**config.mk**
```make
export PLATFORM = sky130hd
export DESIGN_NAME = uart_rx_cmd_ctrl_flat
export DESIGN_NICKNAME = d
export VERILOG_FILES = /design/src/rtl/uart_rx_cmd_ctrl_pkg.sv /design/src/rtl/uart_rx_cmd_ctrl_if.sv /design/src/rtl/uart_rx_cmd_ctrl_timeout.sv /design/src/rtl/uart_rx_cmd_ctrl.sv /design/src/flat_wrapper.sv
export SDC_FILE = /design/constraint.sdc
export NUM_CORES = 1
export LEC_CHECK = 0
export BUFFER_PORTS_ARGS = -buffer_cell sky130_fd_sc_hd__clkbuf_2
export CORE_ASPECT_RATIO = 1.2
export CORE_MARGIN = 4
export CORE_UTILIZATION = 43
export DETAILED_ROUTE_END_ITERATION = 6
export HOLD_SLACK_MARGIN = 0.03
export MAX_ROUTING_LAYER = met4
export PLACE_DENSITY = 0.73
export SLEW_MARGIN = 20
export SYNTH_ARGS = -nofsm -noshare
export SYNTH_HDL_FRONTEND = slang
export SYNTH_HIERARCHICAL = 1
export SYNTH_SLANG_ARGS = --single-unit
```
**constraint.sdc**
```tcl
create_clock -name clk -period 1.3 [get_ports clk]
set_input_delay 0.195 -clock clk [delete_from_list [all_inputs] [get_ports clk]]
set_output_delay 0.195 -clock clk [all_outputs]
set_load 0.03 [all_outputs]
```
**src/rtl/uart_rx_cmd_ctrl_pkg.sv**
```systemverilog
`default_nettype none
// ============================================================================
// Module  : uart_ctrl_pkg
// Brief   : Command codes, FSM state type and operand addresses shared by the
//           UART command-frame controller and its bench.
// Rev     : 1.0 - initial release
// ============================================================================
package uart_ctrl_pkg;

    localparam logic [7:0] CMD_RF_WR   = 8'hAA;
    localparam logic [7:0] CMD_RF_RD   = 8'hBB;
    localparam logic [7:0] CMD_ALU_OP  = 8'hCC;
    localparam logic [7:0] CMD_ALU_NOP = 8'hDD;

    localparam int OPA_ADDR = 0;
    localparam int OPB_ADDR = 1;

    typedef enum logic [2:0] {
        ST_IDLE    = 3'd0,
        ST_WR_ADDR = 3'd1,
        ST_WR_DATA = 3'd2,
        ST_RD_ADDR = 3'd3,
        ST_OP_A    = 3'd4,
        ST_OP_B    = 3'd5,
        ST_ALU_FUN = 3'd6
    } state_t;

    // Unknown command codes map to ST_IDLE, which the caller treats as a reject.
    function automatic state_t cmd_to_state(input logic [7:0] code);
        case (code)
            CMD_RF_WR:   return ST_WR_ADDR;
            CMD_RF_RD:   return ST_RD_ADDR;
            CMD_ALU_OP:  return ST_OP_A;
            CMD_ALU_NOP: return ST_ALU_FUN;
            default:     return ST_IDLE;
        endcase
    endfunction

endpackage
`default_nettype wire

```
**src/rtl/uart_rx_cmd_ctrl_if.sv**
```systemverilog
`default_nettype none
// ============================================================================
// Module  : uart_rx_cmd_ctrl_if
// Brief   : Byte stream from the UART RX plus register-file / ALU command side.
// Rev     : 1.0 - initial release
// ============================================================================
interface uart_rx_cmd_ctrl_if #(
    parameter int DATA_WIDTH = 8,
    parameter int ADDR_WIDTH = 4
);
    logic [DATA_WIDTH-1:0] rx_p_data;
    logic                  rx_data_valid;
    logic                  rx_parity_error;
    logic                  rx_framing_error;

    logic                  rf_wr_en;
    logic                  rf_rd_en;
    logic [ADDR_WIDTH-1:0] rf_addr;
    logic [DATA_WIDTH-1:0] rf_wr_data;
    logic                  alu_en;
    logic [3:0]            alu_fun;
    logic                  busy;
    logic                  cmd_error;

    modport master (
        output rx_p_data, rx_data_valid, rx_parity_error, rx_framing_error,
        input  rf_wr_en, rf_rd_en, rf_addr, rf_wr_data, alu_en, alu_fun,
               busy, cmd_error
    );

    modport slave (
        input  rx_p_data, rx_data_valid, rx_parity_error, rx_framing_error,
        output rf_wr_en, rf_rd_en, rf_addr, rf_wr_data, alu_en, alu_fun,
               busy, cmd_error
    );
endinterface
`default_nettype wire

```
**src/rtl/uart_rx_cmd_ctrl_timeout.sv**
```systemverilog
`default_nettype none
// ============================================================================
// Module  : cmd_timeout_cnt
// Brief   : Idle-cycle counter that flags an abandoned partial frame.
// Rev     : 1.0 - initial release
// ============================================================================
module cmd_timeout_cnt #(
    parameter logic [15:0] TIMEOUT_CYCLES = 16'd65535
) (
    input  wire logic clk,
    input  wire logic rst,
    input  wire logic busy,
    input  wire logic strobe,
    output logic      expired
);
    logic [15:0] r_cnt;

    // A strobe in the expiry cycle wins, so it masks the abort.
    assign expired = busy && !strobe && (r_cnt == TIMEOUT_CYCLES - 16'd1);

    always_ff @(posedge clk) begin
        if (rst || strobe || expired || !busy) begin
            r_cnt <= 16'd0;
        end else begin
            r_cnt <= r_cnt + 16'd1;
        end
    end
endmodule
`default_nettype wire

```
**src/rtl/uart_rx_cmd_ctrl.sv**
```systemverilog
`default_nettype none
// ============================================================================
// Module  : uart_rx_cmd_ctrl
// Brief   : Decodes UART byte frames into register-file and ALU commands.
//           Optional partial-frame timeout enabled by CMD_TIMEOUT_EN.
// Rev     : 1.0 - initial release
// ============================================================================
module uart_rx_cmd_ctrl
    import uart_ctrl_pkg::*;
#(
    parameter int DATA_WIDTH = 8,
    parameter int ADDR_WIDTH = 4
`ifdef CMD_TIMEOUT_EN
    ,
    parameter logic [15:0] TIMEOUT_CYCLES = 16'd65535
`endif
) (
    input  wire logic          clk,
    input  wire logic          rst,
    uart_rx_cmd_ctrl_if.slave  bus
);
    state_t                r_state;
    state_t                w_state_nxt;
    logic                  r_wr_en, r_rd_en, r_alu_en, r_cmd_error;
    logic [ADDR_WIDTH-1:0] r_addr;
    logic [DATA_WIDTH-1:0] r_wr_data;
    logic [3:0]            r_alu_fun;

    logic                  w_wr_en, w_rd_en, w_alu_en, w_cmd_error;
    logic [ADDR_WIDTH-1:0] w_addr;
    logic [DATA_WIDTH-1:0] w_wr_data;
    logic [3:0]            w_alu_fun;

    logic   w_busy;
    logic   w_acc;
    logic   w_err_byte;
    logic   w_timeout;
    state_t w_cmd_state;

    assign w_busy      = (r_state != ST_IDLE);
    assign w_acc       = bus.rx_data_valid && !bus.rx_parity_error && !bus.rx_framing_error;
    assign w_err_byte  = bus.rx_data_valid && (bus.rx_parity_error || bus.rx_framing_error);
    assign w_cmd_state = cmd_to_state(bus.rx_p_data[7:0]);

`ifdef CMD_TIMEOUT_EN
    cmd_timeout_cnt #(
        .TIMEOUT_CYCLES (TIMEOUT_CYCLES)
    ) u_timeout (
        .clk     (clk),
        .rst     (rst),
        .busy    (w_busy),
        .strobe  (bus.rx_data_valid),
        .expired (w_timeout)
    );
`else
    assign w_timeout = 1'b0;
`endif

    always_ff @(posedge clk) begin
        if (rst) begin
            r_state     <= ST_IDLE;
            r_wr_en     <= 1'b0;
            r_rd_en     <= 1'b0;
            r_alu_en    <= 1'b0;
            r_cmd_error <= 1'b0;
            r_addr      <= '0;
            r_wr_data   <= '0;
            r_alu_fun   <= 4'd0;
        end else begin
            r_state     <= w_state_nxt;
            r_wr_en     <= w_wr_en;
            r_rd_en     <= w_rd_en;
            r_alu_en    <= w_alu_en;
            r_cmd_error <= w_cmd_error;
            r_addr      <= w_addr;
            r_wr_data   <= w_wr_data;
            r_alu_fun   <= w_alu_fun;
        end
    end

    // An errored byte overrides whatever the byte would otherwise have done.
    always_comb begin
        w_state_nxt = r_state;
        if (w_err_byte) begin
            w_state_nxt = ST_IDLE;
        end else if (w_acc) begin
            case (r_state)
                ST_IDLE:    w_state_nxt = w_cmd_state;
                ST_WR_ADDR: w_state_nxt = ST_WR_DATA;
                ST_OP_A:    w_state_nxt = ST_OP_B;
                ST_OP_B:    w_state_nxt = ST_ALU_FUN;
                default:    w_state_nxt = ST_IDLE;
            endcase
        end else if (w_timeout) begin
            w_state_nxt = ST_IDLE;
        end
    end

    always_comb begin
        w_wr_en     = 1'b0;
        w_rd_en     = 1'b0;
        w_alu_en    = 1'b0;
        w_cmd_error = 1'b0;
        w_addr      = r_addr;
        w_wr_data   = r_wr_data;
        w_alu_fun   = r_alu_fun;
        if (w_err_byte) begin
            w_cmd_error = 1'b1;
        end else if (w_acc) begin
            case (r_state)
                ST_IDLE: begin
                    w_cmd_error = (w_cmd_state == ST_IDLE);
                end
                ST_WR_ADDR: begin
                    w_addr = bus.rx_p_data[ADDR_WIDTH-1:0];
                end
                ST_WR_DATA: begin
                    w_wr_data = bus.rx_p_data;
                    w_wr_en   = 1'b1;
                end
                ST_RD_ADDR: begin
                    w_addr  = bus.rx_p_data[ADDR_WIDTH-1:0];
                    w_rd_en = 1'b1;
                end
                ST_OP_A: begin
                    w_addr    = ADDR_WIDTH'(OPA_ADDR);
                    w_wr_data = bus.rx_p_data;
                    w_wr_en   = 1'b1;
                end
                ST_OP_B: begin
                    w_addr    = ADDR_WIDTH'(OPB_ADDR);
                    w_wr_data = bus.rx_p_data;
                    w_wr_en   = 1'b1;
                end
                ST_ALU_FUN: begin
                    w_alu_fun = bus.rx_p_data[3:0];
                    w_alu_en  = 1'b1;
                end
                default: begin
                    w_cmd_error = 1'b1;
                end
            endcase
        end else if (w_timeout) begin
            w_cmd_error = 1'b1;
        end
    end

    assign bus.rf_wr_en   = r_wr_en;
    assign bus.rf_rd_en   = r_rd_en;
    assign bus.alu_en     = r_alu_en;
    assign bus.cmd_error  = r_cmd_error;
    assign bus.rf_addr    = r_addr;
    assign bus.rf_wr_data = r_wr_data;
    assign bus.alu_fun    = r_alu_fun;
    assign bus.busy       = w_busy;

endmodule
`default_nettype wire
```
**src/flat_wrapper.sv**
```systemverilog
// flat-port wrapper written by rule: the top's interface ports become plain ports
module uart_rx_cmd_ctrl_flat import uart_ctrl_pkg::*;
#(
    parameter int DATA_WIDTH = 8,
    parameter int ADDR_WIDTH = 4

)
  (clk, rst, bus_rx_p_data, bus_rx_data_valid, bus_rx_parity_error, bus_rx_framing_error, bus_rf_wr_en, bus_rf_rd_en, bus_rf_addr, bus_rf_wr_data, bus_alu_en, bus_alu_fun, bus_busy, bus_cmd_error);
  uart_rx_cmd_ctrl_if #(.DATA_WIDTH(DATA_WIDTH), .ADDR_WIDTH(ADDR_WIDTH)) bus_i ();
  input  wire logic clk;
  input  wire logic rst;
  input wire logic [$bits(bus_i.rx_p_data)-1:0] bus_rx_p_data;
  input wire logic [$bits(bus_i.rx_data_valid)-1:0] bus_rx_data_valid;
  input wire logic [$bits(bus_i.rx_parity_error)-1:0] bus_rx_parity_error;
  input wire logic [$bits(bus_i.rx_framing_error)-1:0] bus_rx_framing_error;
  output wire logic [$bits(bus_i.rf_wr_en)-1:0] bus_rf_wr_en;
  output wire logic [$bits(bus_i.rf_rd_en)-1:0] bus_rf_rd_en;
  output wire logic [$bits(bus_i.rf_addr)-1:0] bus_rf_addr;
  output wire logic [$bits(bus_i.rf_wr_data)-1:0] bus_rf_wr_data;
  output wire logic [$bits(bus_i.alu_en)-1:0] bus_alu_en;
  output wire logic [$bits(bus_i.alu_fun)-1:0] bus_alu_fun;
  output wire logic [$bits(bus_i.busy)-1:0] bus_busy;
  output wire logic [$bits(bus_i.cmd_error)-1:0] bus_cmd_error;
  assign bus_i.rx_p_data = bus_rx_p_data;
  assign bus_i.rx_data_valid = bus_rx_data_valid;
  assign bus_i.rx_parity_error = bus_rx_parity_error;
  assign bus_i.rx_framing_error = bus_rx_framing_error;
  assign bus_rf_wr_en = bus_i.rf_wr_en;
  assign bus_rf_rd_en = bus_i.rf_rd_en;
  assign bus_rf_addr = bus_i.rf_addr;
  assign bus_rf_wr_data = bus_i.rf_wr_data;
  assign bus_alu_en = bus_i.alu_en;
  assign bus_alu_fun = bus_i.alu_fun;
  assign bus_busy = bus_i.busy;
  assign bus_cmd_error = bus_i.cmd_error;
  uart_rx_cmd_ctrl #(.DATA_WIDTH(DATA_WIDTH), .ADDR_WIDTH(ADDR_WIDTH)) u_core (.clk(clk), .rst(rst), .bus(bus_i));
endmodule
```
==> run summary, run 1 <==
Synth Cell Area: 980 um2
die area: 3110 um2
Slew Limit Fails: 0
Mean Syn Cell Area: 9.16 um2
placed cell area: 1230 um2
CP arrival: 1.30 ns
WHS: 0.141 ns
Hold Fails Final Rpt: 0
# setup viols final: 13
WHS Endpoint: u_core/bus.rf_wr_data[7]
via count: 972
Final Util: 65.9%
Multi-input gate area: 533 um2
unrepaired setup endpoints after global routing: true
pin count of the biggest net entering global routing: 22
grt total ovfl: 0
DR iter-0 viols: 16
Max Freq: 671 MHz
fin nets: 170
worst hold stages: 3
commonest cells after routing, fill and taps aside: clkbuf_2 (32), dfxtp_1 (20), nor2_1 (17)
Sequential Power Share: 63.1%
CTS tree: built
FF-to-FF End: u_core/bus.rf_wr_data[0]
switching share of power: 22.7%
vias per inst: 5.23
worst path required time: 1.11 ns
post-synth cell types: 31
Layout Area Growth over Synthesis: 42.4%
Setup Skew: 0.00402 ns
H-tree depth: 1
GPL Wtd Cong: 0.876
leakage power: 0.641 nW
Max Cap Viol: 0
Mapped Cells: 107
CP max FO: 5
share of cells above drive strength 1: 44.9%
wire per inst: 14.1 um
initial antenna violation count: 0
fill count: 199
Post-route DRC: 0
Routed WL: 2.63 mm
Port Buf Inserts: 33
first-pass GRT wire length: 4.19 mm
fin worst setup slack: -0.190 ns
crit path capture type: output port
hold path start: bus_rx_p_data[7]
clock tree buffer depth: 2
worst skew pair latency: 0.30 ns
CP Launch Type: register
antenna cells: 0
Slew HR: 74.6%
Synthesized Nets: 120
design area: 1400 um2
reg2reg start: u_core/r_state[1]
gr usage total: 18.3%
Clock power frac: 28.7%
status: complete, but fails checks
I/O pin count: 34
type of the most critical hold path: input port to register
ANT nets after route: 0
std cell rows: 18
HPWL after detailed placement: 1.78 mm
Worst Reg-to-Reg Cells: 6
Int Pwr: 0.861 mW
Gate power share: 8.2%
vias in the first global route: 948
post-synthesis sequential area ratio: 47.0%
Reg2Reg Setup Slack: -0.13 ns
Final Cycle Share: 115%
initial core utilization: 46.3%
most common cell after layout, fill and taps aside: clkbuf_2
Core ar.: 2120 um2
pwr dens: 798 nW/um2
first drt pass iteration count: 4
Max VDD drop: 0.699 mV
Psw: 0.253 mW
Die W: 51.6 um
worst slew pin tran: 0.379 ns
total CTS buffers: 3
chip height: 60.3 um
Period minus WS final: 1.49 ns
failing checks: negative setup slack
Synth Warn #: 6
Root Buffer: clkbuf_4
Setup CP Type: register to output port
CTS Sinks: 23
register area: 469 um2
Synth Register Bits: 23
Clk pin slew, worst setup/hold paths: 0.12 ns
==> how the worst max path moves through the flow <==
stage,start,end,slack (ns),cells after the start
CTS,u_core/r_state[2],bus_busy,-0.21,3
global route,u_core/r_state[1],bus_busy,-0.23,3
detailed placement,u_core/r_state[1],u_core/bus.alu_fun[2],-0.08,5
floorplan,u_core/r_state[0],u_core/bus.cmd_error,0.002,4
finish,u_core/r_state[1],bus_busy,-0.19,3
global placement,u_core/r_state[1],u_core/bus.alu_fun[3],-0.03,5
==> stage by stage <==
stage               power (mW)  setup WS, ns  TNS, ns  std cells
global placement         0.807       -0.0311   -0.111        174
floorplan                0.757       0.00178        0        107
CTS                       1.12        -0.214   -0.970        182
finish                    1.11        -0.190    -1.05        186
detailed placement       0.809       -0.0841   -0.513        174
global route              1.16        -0.233    -1.94        186
==> per-layer routing <==
metal | global-route usage [%] | vias up | share of wire, %
met1 | 21.2 | 459 | 44
met5 | - | - | 0
met2 | 31.5 | 36 | 50
met4 | 6.37 | 0 | 1.4
met3 | 3.49 | 6 | 4.7
li1 | - | 471 | -
==> flip-flops by register name, summed over array words and instances, names as in the netlist <==
| name | flops |
|---|---|
| u_core/bus.cmd_error | 1 |
| u_core/bus.rf_wr_en | 1 |
| u_core/bus.rf_addr | 4 |
| u_core/r_state | 3 |
| u_core/bus.rf_wr_data | 8 |
| u_core/bus.rf_rd_en | 1 |
| u_core/bus.alu_fun | 4 |
| u_core/bus.alu_en | 1 |
==> cell families after synthesis <==
logic type / Yosys count / share of synthesized area, %
simple gates: 49 / 26.9
flops: 23 / 47.0
compound gates: 17 / 10.7
mux: 12 / 12.3
buf+inv: 6 / 3.07
==> layout make-up <==
class / count / area share, %
Tap cell: 30 / 2.69
Clock buffer: 4 / 1.88
Sequential cell: 23 / 33.6
Multi-Input combinational cell: 78 / 38.2
Timing Repair Buffer: 51 / 23.6
==> power by group through the flow <==
stage               registers (mW)  clock network [mW]  logic [mW]
floorplan                    0.726                   0      0.0311
detailed placement           0.723                   0      0.0862
global route                 0.703               0.363      0.0987
CTS                          0.705               0.330      0.0887
finish                       0.703               0.319      0.0917
global placement             0.723                   0      0.0846
==> repair_timing <==
item | 4_1_cts | 5_1_grt
setup endpoints to repair | 16 | 19
gates cloned | 1 | 0
buffers inserted | 3 | 4
hold buffers | 0 | 0
pin swaps | 3 | 3
resized for setup | 16 | 8
==> Yosys cell counts <==
library cell	instances	area, um2
a22oi_1	1	7.51
nor3b_2	1	12.5
and2b_1	1	7.51
buf_2	3	15.0
o31ai_1	1	7.51
nor3b_1	1	7.51
o21a_1	1	7.51
nor2_1	17	63.8
a21oi_1	5	25.0
a221oi_1	1	8.76
nand2b_1	1	6.26
or3_1	1	6.26
a311oi_1	1	8.76
mux2i_1	12	120
clkbuf_1	2	7.51
nand4bb_1	2	22.5
or2_2	2	12.5
nand2_1	11	41.3
nand3b_1	1	7.51
dfxtp_1	23	460
buf_4	1	7.51
o21ai_1	3	15.0
nand4b_1	1	8.76
a2111oi_1	1	10.0
or4b_4	1	13.8
o21ai_0	3	15.0
nor3_1	1	5.00
nor3_2	1	10.0
nor2b_1	2	12.5
nor2_2	1	6.26
nand3_1	4	20.0
==> critical path: stages, from the launching register on <==
cell     delay, ns
dfxtp_2       0.34
buf_6         0.12
or3_4         0.38
buf_8         0.15
Note: power is estimated with default switching activity, not from simulation.
==> run 2, diff against run 1 <==
RECOVER_POWER = 50   (was unset)
==> run 2 against run 1 <==
Against the previous run:
- largest cell class unchanged
- core utilization decreased by 0.95 points
- combinational power about the same
- die area unchanged
- the run still ends with negative setup slack left
- highest routed layer unchanged
- critical path depth unchanged
- routed wire length decreased by 0.80%
- via count decreased by 1.4%
- first-iteration DRC count increased by 56%
==> run summary, run 2 (synthesis results as in run 1) <==
CP max FO: 5
Inst Count DP: 174
vias in the first global route: 948
chip height: 60.3 um
type of the most critical hold path: input port to register
CP Launch Type: register
reg2reg start: u_core/r_state[1]
pwr dens: 810 nW/um2
Setup Skew: 0.00383 ns
CTS Sinks: 23
register area: 469 um2
Layout Area Growth over Synthesis: 40.4%
placed cell area: 1230 um2
Setup CP Type: register to output port
worst slew pin tran: 0.378 ns
WP depth: 3
first-pass GRT wire length: 4.19 mm
Final Instance Count excl. Fillers: 186
std cell rows: 18
CP peak stage delay: 0.38 ns
status: complete, but fails checks
CP arrival: 1.29 ns
CP Cell Sequence: buf_6 > or3_4 > buf_8
leakage power: 0.592 nW
DR iter-0 viols: 25
vias per inst: 5.15
Slew Limit Fails: 0
CP top delay family: simple AND/OR/NAND/NOR gates
FF-to-FF End: u_core/bus.rf_wr_data[0]
fill count: 207
CTS Hold Bufs: 0
Reg2Reg Setup Slack: -0.13 ns
Max Cap Viol: 0
Multi-input gate area: 533 um2
fin nets: 170
I/O pin count: 34
unrepaired setup endpoints after global routing: true
first drt pass iteration count: 4
Crit-path slowest cell: or3_4
share of cells above drive strength 1: 35.9%
antenna cells: 0
clock tree buffer depth: 2
Die W: 51.6 um
initial antenna violation count: 0
Clk pin slew, worst setup/hold paths: 0.12 ns
worst skew pair latency: 0.30 ns
Final Cycle Share: 115%
fin worst setup slack: -0.190 ns
Max Freq: 671 MHz
total power draw: 1.11 mW
GPL Wtd Cong: 0.876
failing checks: negative setup slack
Largest register FFs: 8
die area: 3110 um2
grt total ovfl: 0
total CTS buffers: 3
Root Buffer: clkbuf_4
Port Buf Inserts: 33
initial core utilization: 46.3%
gr usage total: 18.3%
Core ar.: 2120 um2
Max VDD drop: 0.700 mV
commonest cells after routing, fill and taps aside: dfxtp_1 (20), clkbuf_2 (19), nor2_1 (17)
H-tree depth: 1
wire per inst: 14.0 um
Bufs and invs on worst path: 2
pin count of the biggest net entering global routing: 22
Period minus WS final: 1.49 ns
Worst Reg-to-Reg Cells: 6
CTS tree: built
via count: 958
Slew HR: 74.7%
crit path capture: bus_busy
Routed WL: 2.61 mm
most common cell after layout, fill and taps aside: dfxtp_1
design area: 1380 um2
ANT nets after route: 0
Crit. Startpoint: u_core/r_state[1]
# setup viols final: 13
HPWL after detailed placement: 1.78 mm
crit path capture type: output port
worst path required time: 1.11 ns
Hold Fails Final Rpt: 0
Post-route DRC: 0
==> run 2: changes by cell type in the layout (fill, tap and decap cells not counted), sizes merged <==
cell,change
buf,-1
clkbuf,+1
==> run 2: where the power goes <==
group	switching, mW	internal [mW]	total, mW
registers	0.000487	0.702	0.703
clock network	0.200	0.119	0.319
logic	0.0532	0.0386	0.0917
==> run 2: metal layers <==
layer	up-vias	track usage, %	wire, um
li1	469	-	-
met1	450	21.2	1120
met2	37	31.5	1330
met3	2	3.49	143
met4	0	6.37	15
met5	-	-	0
==> run 2: how the worst min path moves through the flow <==
| stage | cells after the start | slack, ns | endpoint | from |
|---|---|---|---|---|
| final | 3 | 0.14 | u_core/bus.rf_wr_data[7] | bus_rx_p_data[7] |
| after global routing | 3 | 0.18 | u_core/bus.rf_addr[0] | bus_rx_p_data[0] |
| after CTS | 3 | 0.14 | u_core/bus.rf_wr_data[7] | bus_rx_p_data[7] |
| after detailed placement | 2 | 0.45 | u_core/bus.rf_addr[1] | u_core/bus.rf_addr[1] |
| after global placement | 2 | 0.44 | u_core/bus.rf_addr[1] | u_core/bus.rf_addr[1] |
| after floorplan | 2 | 0.34 | u_core/bus.rf_wr_data[0] | bus_rx_p_data[0] |
==> run 2: worst register-to-register path: stages, from the launching register on <==
cell and delay [ns]:
dfxtp_2 0.35, buf_4 0.12, and2b_2 0.26, o21ai_4 0.17, buf_6 0.16, mux2i_1 0.22
nor2_1 0.05
==> run 2: metrics by stage <==
step	setup slack (ns)	setup TNS (ns)	hold WS [ns]	utilization, %
floorplan	0.00178	0	0.339	-
global placement	-0.0311	-0.111	0.443	58.2
detailed placement	-0.0841	-0.513	0.448	58.2
CTS	-0.214	-0.970	0.137	63.2
global route	-0.233	-1.94	0.177	65.0
finish	-0.190	-1.03	0.142	65.0
==> run 2: layout make-up <==
class                           count  area share, %
Multi-Input combinational cell     78           38.8
Tap cell                           30           2.73
Timing Repair Buffer               51           22.5
Clock buffer                        4           1.91
Sequential cell                    23           34.1
==> run 2: repair_timing <==
action,4_1_cts,5_1_grt
gates resized for setup,16,8
setup endpoints to repair,16,19
buffers inserted,3,4
pin swaps,3,3
cloned,1,0
